<file path="src/rtl/rot_pixel_fetch_if.sv">
// Pixel-stream, frame-store and status signals of rot_pixel_fetch.
// ROT_TEST_PATTERN_EN adds the i_test select line.
interface rot_pixel_fetch_if;
  logic        i_frame_start;
  logic        i_valid;
  logic [9:0]  i_x;
  logic [9:0]  i_y;
  logic        i_rot_req;
  logic [1:0]  i_angle;
  logic        o_mem_rd;
  logic [15:0] o_mem_addr;
  logic [23:0] i_mem_rdata;
  logic        o_valid;
  logic [23:0] o_rgb;
  logic        o_pending;
  logic [1:0]  o_angle;
  logic [7:0]  o_frame_cnt;
`ifdef ROT_TEST_PATTERN_EN
  logic        i_test;
`endif

  // Master is the timing generator plus SRAM side; slave is the fetch stage.
  modport master (
`ifdef ROT_TEST_PATTERN_EN
    output i_test,
`endif
    output i_frame_start, i_valid, i_x, i_y, i_rot_req, i_angle, i_mem_rdata,
    input  o_mem_rd, o_mem_addr, o_valid, o_rgb, o_pending, o_angle, o_frame_cnt
  );

  modport slave (
`ifdef ROT_TEST_PATTERN_EN
    input  i_test,
`endif
    input  i_frame_start, i_valid, i_x, i_y, i_rot_req, i_angle, i_mem_rdata,
    output o_mem_rd, o_mem_addr, o_valid, o_rgb, o_pending, o_angle, o_frame_cnt
  );
endinterface

</file>
<file path="src/rtl/rot_pixel_fetch.sv">
// Maps visible pixels into a rotated 256x256 window and fetches RGB from the frame store.
// Optional macro ROT_TEST_PATTERN_EN replaces in-window SRAM data with a coordinate pattern.
module rot_pixel_fetch #(
  parameter int          MEM_LAT    = 2,
  parameter int          WIN_X0     = 192,
  parameter int          WIN_Y0     = 112,
  parameter logic [23:0] BORDER_RGB = 24'h202020
) (
  input logic i_clk,
  input logic i_rst,
  rot_pixel_fetch_if.slave bus
);

  typedef enum logic {IDLE, RUN} state_t;

  state_t      state;
  logic [1:0]  pend_angle;
  logic [1:0]  eff_angle;
  logic        run_now;
  logic        in_win;
  logic        rd_now;
  logic [9:0]  x_off;
  logic [9:0]  y_off;
  logic [7:0]  u;
  logic [7:0]  v;
  logic [7:0]  row;
  logic [7:0]  col;
  logic [MEM_LAT:0] v_pipe;
  logic [MEM_LAT:0] w_pipe;

`ifdef ROT_TEST_PATTERN_EN
  logic [MEM_LAT:0] t_pipe;
  logic [15:0]      t_data [MEM_LAT+1];
`endif

  // A pixel in the frame-start cycle already sees the angle being applied.
  always_comb begin
    eff_angle = bus.o_angle;
    if (bus.i_frame_start) begin
      if (bus.i_rot_req)
        eff_angle = bus.i_angle;
      else if (bus.o_pending)
        eff_angle = pend_angle;
    end
  end

  assign run_now = (state == RUN) || bus.i_frame_start;

  always_comb begin
    x_off  = bus.i_x - 10'(WIN_X0);
    y_off  = bus.i_y - 10'(WIN_Y0);
    in_win = (bus.i_x >= 10'(WIN_X0)) && (x_off < 10'd256) &&
             (bus.i_y >= 10'(WIN_Y0)) && (y_off < 10'd256);
    u = x_off[7:0];
    v = y_off[7:0];
    row = v;
    col = u;
    case (eff_angle)
      2'd0: begin row = v;         col = u;         end
      2'd1: begin row = 8'd255 - u; col = v;         end
      2'd2: begin row = 8'd255 - v; col = 8'd255 - u; end
      default: begin row = u;      col = 8'd255 - v; end
    endcase
  end

`ifdef ROT_TEST_PATTERN_EN
  assign rd_now = bus.i_valid && in_win && run_now && !bus.i_test;
`else
  assign rd_now = bus.i_valid && in_win && run_now;
`endif

  // Frame sequencing: run state, angle pending/apply and frame counter.
  always_ff @(posedge i_clk or posedge i_rst) begin
    if (i_rst) begin
      state           <= IDLE;
      pend_angle      <= 2'd0;
      bus.o_pending   <= 1'b0;
      bus.o_angle     <= 2'd0;
      bus.o_frame_cnt <= 8'd0;
    end else begin
      if (bus.i_frame_start) begin
        state           <= RUN;
        bus.o_frame_cnt <= bus.o_frame_cnt + 8'd1;
        bus.o_angle     <= eff_angle;
        bus.o_pending   <= 1'b0;
        if (bus.i_rot_req)
          pend_angle <= bus.i_angle;
      end else if (bus.i_rot_req) begin
        pend_angle    <= bus.i_angle;
        bus.o_pending <= 1'b1;
      end
    end
  end

  // Read issue plus flag pipeline aligned with SRAM data return.
  always_ff @(posedge i_clk or posedge i_rst) begin
    if (i_rst) begin
      bus.o_mem_rd   <= 1'b0;
      bus.o_mem_addr <= 16'd0;
      v_pipe         <= '0;
      w_pipe         <= '0;
    end else begin
      bus.o_mem_rd <= rd_now;
      if (rd_now)
        bus.o_mem_addr <= {row, col};
      v_pipe <= {v_pipe[MEM_LAT-1:0], bus.i_valid && run_now};
      w_pipe <= {w_pipe[MEM_LAT-1:0], bus.i_valid && in_win && run_now};
    end
  end

`ifdef ROT_TEST_PATTERN_EN
  // Test-pattern select and coordinates ride alongside the read.
  always_ff @(posedge i_clk or posedge i_rst) begin
    if (i_rst) begin
      t_pipe <= '0;
      for (int i = 0; i <= MEM_LAT; i++)
        t_data[i] <= 16'd0;
    end else begin
      t_pipe    <= {t_pipe[MEM_LAT-1:0], bus.i_test};
      t_data[0] <= {col, row};
      for (int i = 1; i <= MEM_LAT; i++)
        t_data[i] <= t_data[i-1];
    end
  end
`endif

  always_ff @(posedge i_clk or posedge i_rst) begin
    if (i_rst) begin
      bus.o_valid <= 1'b0;
      bus.o_rgb   <= 24'd0;
    end else begin
      bus.o_valid <= v_pipe[MEM_LAT];
      if (w_pipe[MEM_LAT]) begin
`ifdef ROT_TEST_PATTERN_EN
        bus.o_rgb <= t_pipe[MEM_LAT] ? {t_data[MEM_LAT], 8'h80} : bus.i_mem_rdata;
`else
        bus.o_rgb <= bus.i_mem_rdata;
`endif
      end else if (v_pipe[MEM_LAT]) begin
        bus.o_rgb <= BORDER_RGB;
      end else begin
        bus.o_rgb <= 24'd0;
      end
    end
  end

endmodule

</file>
<file path="src/flat_wrapper.sv">
// flat-port wrapper written by rule: the top's interface ports become plain ports
module rot_pixel_fetch_flat 
#(
  parameter int          MEM_LAT    = 2,
  parameter int          WIN_X0     = 192,
  parameter int          WIN_Y0     = 112,
  parameter logic [23:0] BORDER_RGB = 24'h202020
)
  (i_clk, i_rst, bus_i_frame_start, bus_i_valid, bus_i_x, bus_i_y, bus_i_rot_req, bus_i_angle, bus_i_mem_rdata, bus_o_mem_rd, bus_o_mem_addr, bus_o_valid, bus_o_rgb, bus_o_pending, bus_o_angle, bus_o_frame_cnt);
  rot_pixel_fetch_if bus_i ();
  input logic i_clk;
  input logic i_rst;
  input wire logic [$bits(bus_i.i_frame_start)-1:0] bus_i_frame_start;
  input wire logic [$bits(bus_i.i_valid)-1:0] bus_i_valid;
  input wire logic [$bits(bus_i.i_x)-1:0] bus_i_x;
  input wire logic [$bits(bus_i.i_y)-1:0] bus_i_y;
  input wire logic [$bits(bus_i.i_rot_req)-1:0] bus_i_rot_req;
  input wire logic [$bits(bus_i.i_angle)-1:0] bus_i_angle;
  input wire logic [$bits(bus_i.i_mem_rdata)-1:0] bus_i_mem_rdata;
  output wire logic [$bits(bus_i.o_mem_rd)-1:0] bus_o_mem_rd;
  output wire logic [$bits(bus_i.o_mem_addr)-1:0] bus_o_mem_addr;
  output wire logic [$bits(bus_i.o_valid)-1:0] bus_o_valid;
  output wire logic [$bits(bus_i.o_rgb)-1:0] bus_o_rgb;
  output wire logic [$bits(bus_i.o_pending)-1:0] bus_o_pending;
  output wire logic [$bits(bus_i.o_angle)-1:0] bus_o_angle;
  output wire logic [$bits(bus_i.o_frame_cnt)-1:0] bus_o_frame_cnt;
  assign bus_i.i_frame_start = bus_i_frame_start;
  assign bus_i.i_valid = bus_i_valid;
  assign bus_i.i_x = bus_i_x;
  assign bus_i.i_y = bus_i_y;
  assign bus_i.i_rot_req = bus_i_rot_req;
  assign bus_i.i_angle = bus_i_angle;
  assign bus_i.i_mem_rdata = bus_i_mem_rdata;
  assign bus_o_mem_rd = bus_i.o_mem_rd;
  assign bus_o_mem_addr = bus_i.o_mem_addr;
  assign bus_o_valid = bus_i.o_valid;
  assign bus_o_rgb = bus_i.o_rgb;
  assign bus_o_pending = bus_i.o_pending;
  assign bus_o_angle = bus_i.o_angle;
  assign bus_o_frame_cnt = bus_i.o_frame_cnt;
  rot_pixel_fetch #(.MEM_LAT(MEM_LAT), .WIN_X0(WIN_X0), .WIN_Y0(WIN_Y0), .BORDER_RGB(BORDER_RGB)) u_core (.i_clk(i_clk), .i_rst(i_rst), .bus(bus_i));
endmodule
</file>
<file path="config.mk">
export PLATFORM = sky130hd
export DESIGN_NAME = rot_pixel_fetch_flat
export DESIGN_NICKNAME = d
export VERILOG_FILES = /design/src/rtl/rot_pixel_fetch_if.sv /design/src/rtl/rot_pixel_fetch.sv /design/src/flat_wrapper.sv
export SDC_FILE = /design/constraint.sdc
export NUM_CORES = 1
export LEC_CHECK = 0
export ABC_AREA = 1
export ABC_CLOCK_PERIOD_IN_PS = 4700
export CAP_MARGIN = 20
export CORE_MARGIN = 4
export CORE_UTILIZATION = 49
export CTS_CLUSTER_DIAMETER = 200
export DETAILED_ROUTE_END_ITERATION = 10
export PLACE_DENSITY = 0.93
export SYNTH_ARGS = -nofsm -noshare
export SYNTH_HDL_FRONTEND = slang
export SYNTH_SLANG_ARGS = --single-unit
</file>
<file path="constraint.sdc">
create_clock -name i_clk -period 4.7 [get_ports i_clk]
set_input_delay 0.94 -clock i_clk [delete_from_list [all_inputs] [get_ports i_clk]]
set_output_delay 0.94 -clock i_clk [all_outputs]
set_load 0.005 [all_outputs]
</file>
==> metrics, run 1 <==
post-synthesis xor/xnor area fraction=1.98%; Hold Startpoint=u_core.v_pipe[1]$_DFF_PP0_; critical path arrival=3.09 ns; Rows=28; htree depth=3; Layout Area Growth over Synthesis=38.9%; crit end category=flop; setup TNS=0 ns; Critical R2R Launch=u_core.bus.o_pending$_DFFE_PP0P_; crit path kind=primary input to flop; Die Span Y=87.5 microns; Max FO, Critical Path=30; run status=finished, final reports clean; gpl congestion=around 0.8; CP Data Required Time=4.97 ns; layout cells sized above 1=8.68%; crit-path max cell delay=between 0.6 and 0.7 ns; fmax=0.355 GHz; total CTS buffers=9; Die ar.=~7700 sq um; CTS hold repair buffers=0; largest net degree at the start of global routing=36; WL/cell=13.8 microns; CTS tree=yes; first-pass iteration count of the detailed router=4; clock skew=0.0125 ns; Initial Util=51.4%; most frequent CP cell=nand2_1; post-CTS sizing=0; Hold WC Path Type=flop to flop; commonest non-fill, non-tap cell in the layout=nand2_1; # Max-Cap Violations=0; CTS max path bufs=2; Antenna Cells=0; Simple-Gate Fraction of Synth Area=roughly a third; Clock Pin Slew Worst Setup and Hold Paths=approximately 0.07 ns; total clock sinks=between 60 and 70; Area contributors post-synth=dfrtp_1 (49%), nand2_1 (19%), nand3_1 (7.3%); register area share after synthesis=between 40 and 50%; Routed WL=~7.7 mm; Slew Viols, Final=0; largest area contributor in the netlist=dfrtp_1; buffers added on ports=103; GR Util All Layers=a little over a fifth; Synth Cell Area=3100 sq um; syn avg cell area=around 8.2 sq um; first-pass GRT wire length=12.5 mm; Post-synth EDFFs=0; Synth top area share=roughly half; Least-Margin Pin Slew=~0.9 ns; Critical-path top delay cell=clkdlybuf4s50_1; # DRC=0; area of the core=approximately 6000 sq um; Max IR drop VDD=0.301 mV; initial antenna violation count=0; Vias=2804; remaining global-route overflow=0; setup bufs post-CTS=0; Net Count, Synth=432; Synth Area in Adders=1.21%; # nets final=533; final antenna-violating net count=0; Final Setup Violations=0; Placed Cells=~540; HPWL Detailed=about 5.7 mm; IO Count=104; Final Cycle Share=60.0%; synth warn=0; crit path from=bus_i_frame_start; latest clock arrival within the worst-skew pair=0.33 ns; post-route minimum period=between 2 and 3 ns; DRT iter0 DRCs=97; Top FF cell, synth=dfrtp_1; most frequent cells in the layout=nand2_1 (158), clkdlybuf4s50_1 (103), dfrtp_1 (61); multiplexer share of the synthesized area=0%; max_slew headroom=38.5%; Via density=roughly 5; synthesis-stage register bit count=61; largest family of logic cells by synthesized area=simple AND/OR/NAND/NOR gates; Mapped Cells=about 380; Final Hold Viols=0; RSZ-0062 raised after global routing=no; leakage power=~0.0022 uW; async set-reset flop share out of synthesis=100%; Pwr Density=378 nW/um^2; width of the die=87.5 microns; Netlist cell types=26; post-route insts no fill=around 560; crit path launch type=primary input; vias in the first global route=2773; compound-cell area share of the yosys netlist=around 1.8%; Root Driver=clkbuf_8; crit path cell chain=clkdlybuf4s50_1 > inv_2 > nor2_4 > nand2_1 > nand2_1 > nand2_1 > nand3_1 > nand3_2 > nand2_1
-- critical path: cells and delay by family --
family	cells	cell delay (ns)
buffers and inverters	2	0.79
AND/OR/NAND/NOR	7	1.35
-- registers in the layout (all words and copies together) (netlist names) --
| register | cells |
|---|---|
| u_core.bus.o_angle | 2 |
| u_core.bus.o_frame_cnt | 8 |
| u_core.bus.o_mem_addr | 16 |
| u_core.bus.o_pending | 1 |
| u_core.bus.o_rgb | 24 |
| u_core.bus.o_valid | 1 |
| u_core.pend_angle | 2 |
| u_core.state | 1 |
| u_core.v_pipe | 3 |
| u_core.w_pipe | 3 |
-- logic make-up (layout without fill, tap and decap cells) --
family	Yosys count	after routing
simple gates	231	231
buf+inv	71	177
flops	61	61
xor+xnor	7	7
compound gates	5	5
fa+ha+maj	3	3
-- layout make-up --
| type | instances | area [sq um] |
|---|---|---|
| Fill cell | 438 | 1720 |
| Sequential cell | 61 | 1530 |
| Multi-Input combinational cell | 246 | 1240 |
| Timing Repair Buffer | 104 | 1040 |
| Inverter | 57 | 214 |
| Clock buffer | 12 | 145 |
| Tap cell | 75 | 93.8 |
| Clock inverter | 4 | 47.5 |
-- layer usage --
metal / GRT usage (%) / vias up / share of wire (%)
li1: - / 1346 / -
met1: 26.1 / 1317 / 42
met2: 34.9 / 123 / 48
met3: 5.49 / 18 / 8.4
met4: 7.81 / 0 / 2.0
met5: 0 / - / 0
-- synthesized netlist by cell type (2+ instances only) --
library cell,n
buf_2,4
buf_6,6
clkbuf_1,3
dfrtp_1,61
ha_1,3
inv_1,55
inv_2,2
nand2_1,158
nand2_2,3
nand3_1,45
nand3_2,9
nor2_1,6
nor2_4,3
nor2_8,2
o21ai_2,2
xnor2_1,2
xor2_1,5
-- metrics by stage --
stage / hold WS [ns] / cell area (sq um) / setup WS, ns / util (%) / total power [uW]
6_report: 0.340 / 4300 / 1.88 / 71.4 / 1630
5_1_grt: 0.346 / 4300 / 1.67 / 71.4 / 1730
4_1_cts: 0.344 / 4300 / 1.91 / 71.4 / 1640
3_5_place_dp: 0.337 / 4110 / 1.57 / 68.2 / 1180
3_3_place_gp: 0.333 / 4110 / 1.75 / 68.2 / 1160
2_1_floorplan: 0.331 / 3100 / 2.25 / - / 916
-- path summary, 6_finish.rpt --
check,endpoint,slack [ns],depth (start not counted)
setup / recovery,u_core.bus.o_mem_addr[5]$_DFFE_PP0P_,1.88,9
hold / removal,u_core.v_pipe[2]$_DFF_PP0_,0.34,0
max in group asynchronous,u_core.bus.o_mem_addr[8]$_DFFE_PP0P_,2.86,3
setup reg to reg,u_core.bus.o_mem_addr[5]$_DFFE_PP0P_,2.74,7
min in group asynchronous,u_core.bus.o_rgb[0]$_DFF_PP0_,0.98,2
hold reg to reg,u_core.v_pipe[2]$_DFF_PP0_,0.34,0
-- where the power goes --
group	switching (uW)	total, uW	internal [uW]
combinational	219	487	267
clock	198	456	258
sequential	68.8	686	617
total	486	1630	1140
No activity file was read; power rests on OpenSTA's default activity.
==> run 2, diff against run 1 <==
--- a/config.mk
+++ b/config.mk
@@ -6,13 +6,13 @@
 export NUM_CORES = 1
 export LEC_CHECK = 0
 export ABC_AREA = 1
-export ABC_CLOCK_PERIOD_IN_PS = 4700
+export ABC_CLOCK_PERIOD_IN_PS = 2600
 export CAP_MARGIN = 20
 export CORE_MARGIN = 4
-export CORE_UTILIZATION = 49
+export CORE_UTILIZATION = 46
 export CTS_CLUSTER_DIAMETER = 200
 export DETAILED_ROUTE_END_ITERATION = 10
-export PLACE_DENSITY = 0.93
+export PLACE_DENSITY = 0.89
 export SYNTH_ARGS = -nofsm -noshare
 export SYNTH_HDL_FRONTEND = slang
 export SYNTH_SLANG_ARGS = --single-unit
==> constraint.sdc (replaced) <==
create_clock -name i_clk -period 2.6 [get_ports i_clk]
set_input_delay 0.52 -clock i_clk [delete_from_list [all_inputs] [get_ports i_clk]]
set_output_delay 0.52 -clock i_clk [all_outputs]
set_load 0.005 [all_outputs]
==> metrics, run 2 (synthesis gave the netlist of run 1 again) <==
vias in the first global route=2776 (+0.11%); initial antenna violation count=0 (unchanged); buffers added on ports=103 (unchanged); R2R Setup Slk=0.85 ns (-1.89 ns); Slew Viols, Final=0 (unchanged); Least-Margin Pin Slew=0.777 ns (-0.144 ns); first-pass iteration count of the detailed router=4 (unchanged); gpl congestion=0.850 (+7.7%); htree depth=3 (unchanged); Final Setup Violations=0 (unchanged); latest clock arrival within the worst-skew pair=0.34 ns (about the same); crit path kind=primary input to flop; fill count=503 (+15%); Sequential Power Share=39.0% (-3.1 points); HPWL Detailed=5.71 mm (+0.66%); clock skew=0.00374 ns (-0.00872 ns); total clock sinks=61 (unchanged); RSZ-0062 raised after global routing=no; remaining global-route overflow=0 (unchanged); max_slew headroom=48.2% (+9.7 points); hold endpoint=u_core.v_pipe[1]$_DFF_PP0_; Rows=29 (+3.6%); Max IR drop VDD=0.334 mV (+11%); Routed WL=8.02 mm (+3.6%); # nets final=535 (+0.38%); crit path launch type=primary input; Largest register FFs=24 (unchanged); # Max-Cap Violations=0 (unchanged); Hold Startpoint=u_core.v_pipe[0]$_DFF_PP0_; Root Driver=clkbuf_8; Net Sw Power=907 uW (+86%); CTS max path bufs=2 (unchanged); Pwr Density=727 nW/um^2 (+92%); area of the core=6460 sq um (+7.2%); Final Hold Viols=0 (unchanged); post-route minimum period=about 2.1 ns; Die ar.=8110 sq um (+5.9%); CTS hold repair buffers=0 (unchanged); crit end category=flop; Critical R2R Launch=u_core.bus.o_pending$_DFFE_PP0P_; critical path arrival=2.35 ns (-0.74 ns); most frequent cells in the layout=nand2_1 (158), clkdlybuf4s50_1 (103), dfrtp_1 (61); largest net degree at the start of global routing=62 (+72%); Sw Share=28.3% (-1.6 points); GR Util All Layers=20.2% (-0.73 points); Final Cycle Share=between 80% and 90%; Initial Util=47.9% (-3.4 points); setup bufs post-CTS=0 (unchanged); combinational power share=28.3% (-1.6 points); fmax=0.471 GHz; first-pass GRT wire length=13.2 mm (+5.6%); CP Data Required Time=2.83 ns (-2.14 ns); Internal Power=2300 uW (+100%); final antenna-violating net count=0 (unchanged); DRT iter0 DRCs=166 (+71%); post-CTS sizing=0 (unchanged); layout cells sized above 1=9.28% (+0.60 points); commonest non-fill, non-tap cell in the layout=nand2_1; CTS tree=yes; Clock power frac=32.7% (+4.7 points); Reg with most FFs=u_core.bus.o_rgb; pre-CTS WS=0.156 ns (-1.42 ns); WL/cell=14.3 microns (+3.1%); Clock Pin Slew Worst Setup and Hold Paths=0.07 ns (about the same); IO Count=104 (unchanged); total CTS buffers=9 (unchanged); Max FO, Critical Path=17 (-43%); Die Span Y=90.1 microns (+2.9%); run status=finished, final reports clean; width of the die=90.1 microns (+2.9%); # DRC=0 (unchanged); fin worst setup slack=0.475 ns (-1.41 ns); crit path from=bus_i_frame_start; Via density=5.01 (-0.11%); final core occ=68.3% (-3.1 points); hold path depth=0 (unchanged); leakage power=0.00229 uW (+2.3%); setup TNS=0 ns (unchanged); R2R Path End=u_core.bus.o_mem_addr[3]$_DFFE_PP0P_; largest registers=u_core.bus.o_rgb x24, u_core.bus.o_mem_addr x16, u_core.bus.o_frame_cnt x8; R2R depth=6 (-1); Layout Area Growth over Synthesis=42.5%; Hold WC Path Type=flop to flop; Antenna Cells=0 (unchanged); Vias=2816 (+0.43%)
[run 2: cell count changes in the layout (fill, tap and decap cells not counted), sizes merged]
cell and delta:
clkinvlp -1, clkinv -1, bufinv +2, buf +2, clkbuf -1
[run 2: power groups by stage]
stage	clock [uW]	sequential [uW]	combinational, uW
after floorplan	0	1250	405
after global placement	0	1260	875
after detailed placement	0	1260	909
after CTS	1060	1250	915
after global routing	1100	1270	1010
final	1050	1250	907
[run 2: layout make-up]
| type | count | area, sq um | area share (%) |
|---|---|---|---|
| Sequential cell | 61 | 1530 | 34.6 |
| Multi-Input combinational cell | 246 | 1240 | 28.0 |
| Timing Repair Buffer | 106 | 1090 | 24.7 |
| Inverter | 57 | 214 | 4.85 |
| Clock buffer | 11 | 151 | 3.43 |
| Tap cell | 77 | 96.3 | 2.18 |
| Clock inverter | 4 | 95.1 | 2.16 |
[run 2: how the worst max path moves through the flow]
stage	end	slack (ns)	depth (start not counted)
3_3_place_gp	u_core.bus.o_mem_addr[9]$_DFFE_PP0P_	0.21	9
4_1_cts	u_core.bus.o_mem_addr[1]$_DFFE_PP0P_	0.51	7
2_1_floorplan	u_core.bus.o_angle[0]$_DFFE_PP0P_	0.57	1
6_report	u_core.bus.o_mem_addr[3]$_DFFE_PP0P_	0.48	7
5_1_grt	u_core.bus.o_mem_addr[9]$_DFFE_PP0P_	0.35	7
3_5_place_dp	u_core.bus.o_mem_addr[3]$_DFFE_PP0P_	0.16	7
[run 2: worst max-delay path, cell delays in order]
cell and delay [ns]:
clkdlybuf4s50_1 0.61, inv_2 0.18, nor2_4 0.06, o21ai_2 0.61, nand3_1 0.20, nand3_2 0.11
nand2_1 0.05
[run 2: per-layer routing]
layer | wire, microns | vias up | GRT usage (%)
met5 | 0 | - | 0
met2 | 3820 | 131 | 33.4
met4 | 136 | 0 | 6.63
met1 | 3470 | 1322 | 25.4
li1 | - | 1347 | -
met3 | 590 | 16 | 6.09
[run 2: metrics by stage]
stage | total power (uW) | cells | hold WS (ns) | cell area, sq um
after floorplan | 1660 | 378 | 0.331 | 3100
after global placement | 2130 | 547 | 0.333 | 4170
after detailed placement | 2170 | 547 | 0.338 | 4170
after CTS | 3220 | 562 | 0.352 | 4410
after global routing | 3380 | 562 | 0.366 | 4410
final | 3210 | 562 | 0.351 | 4410
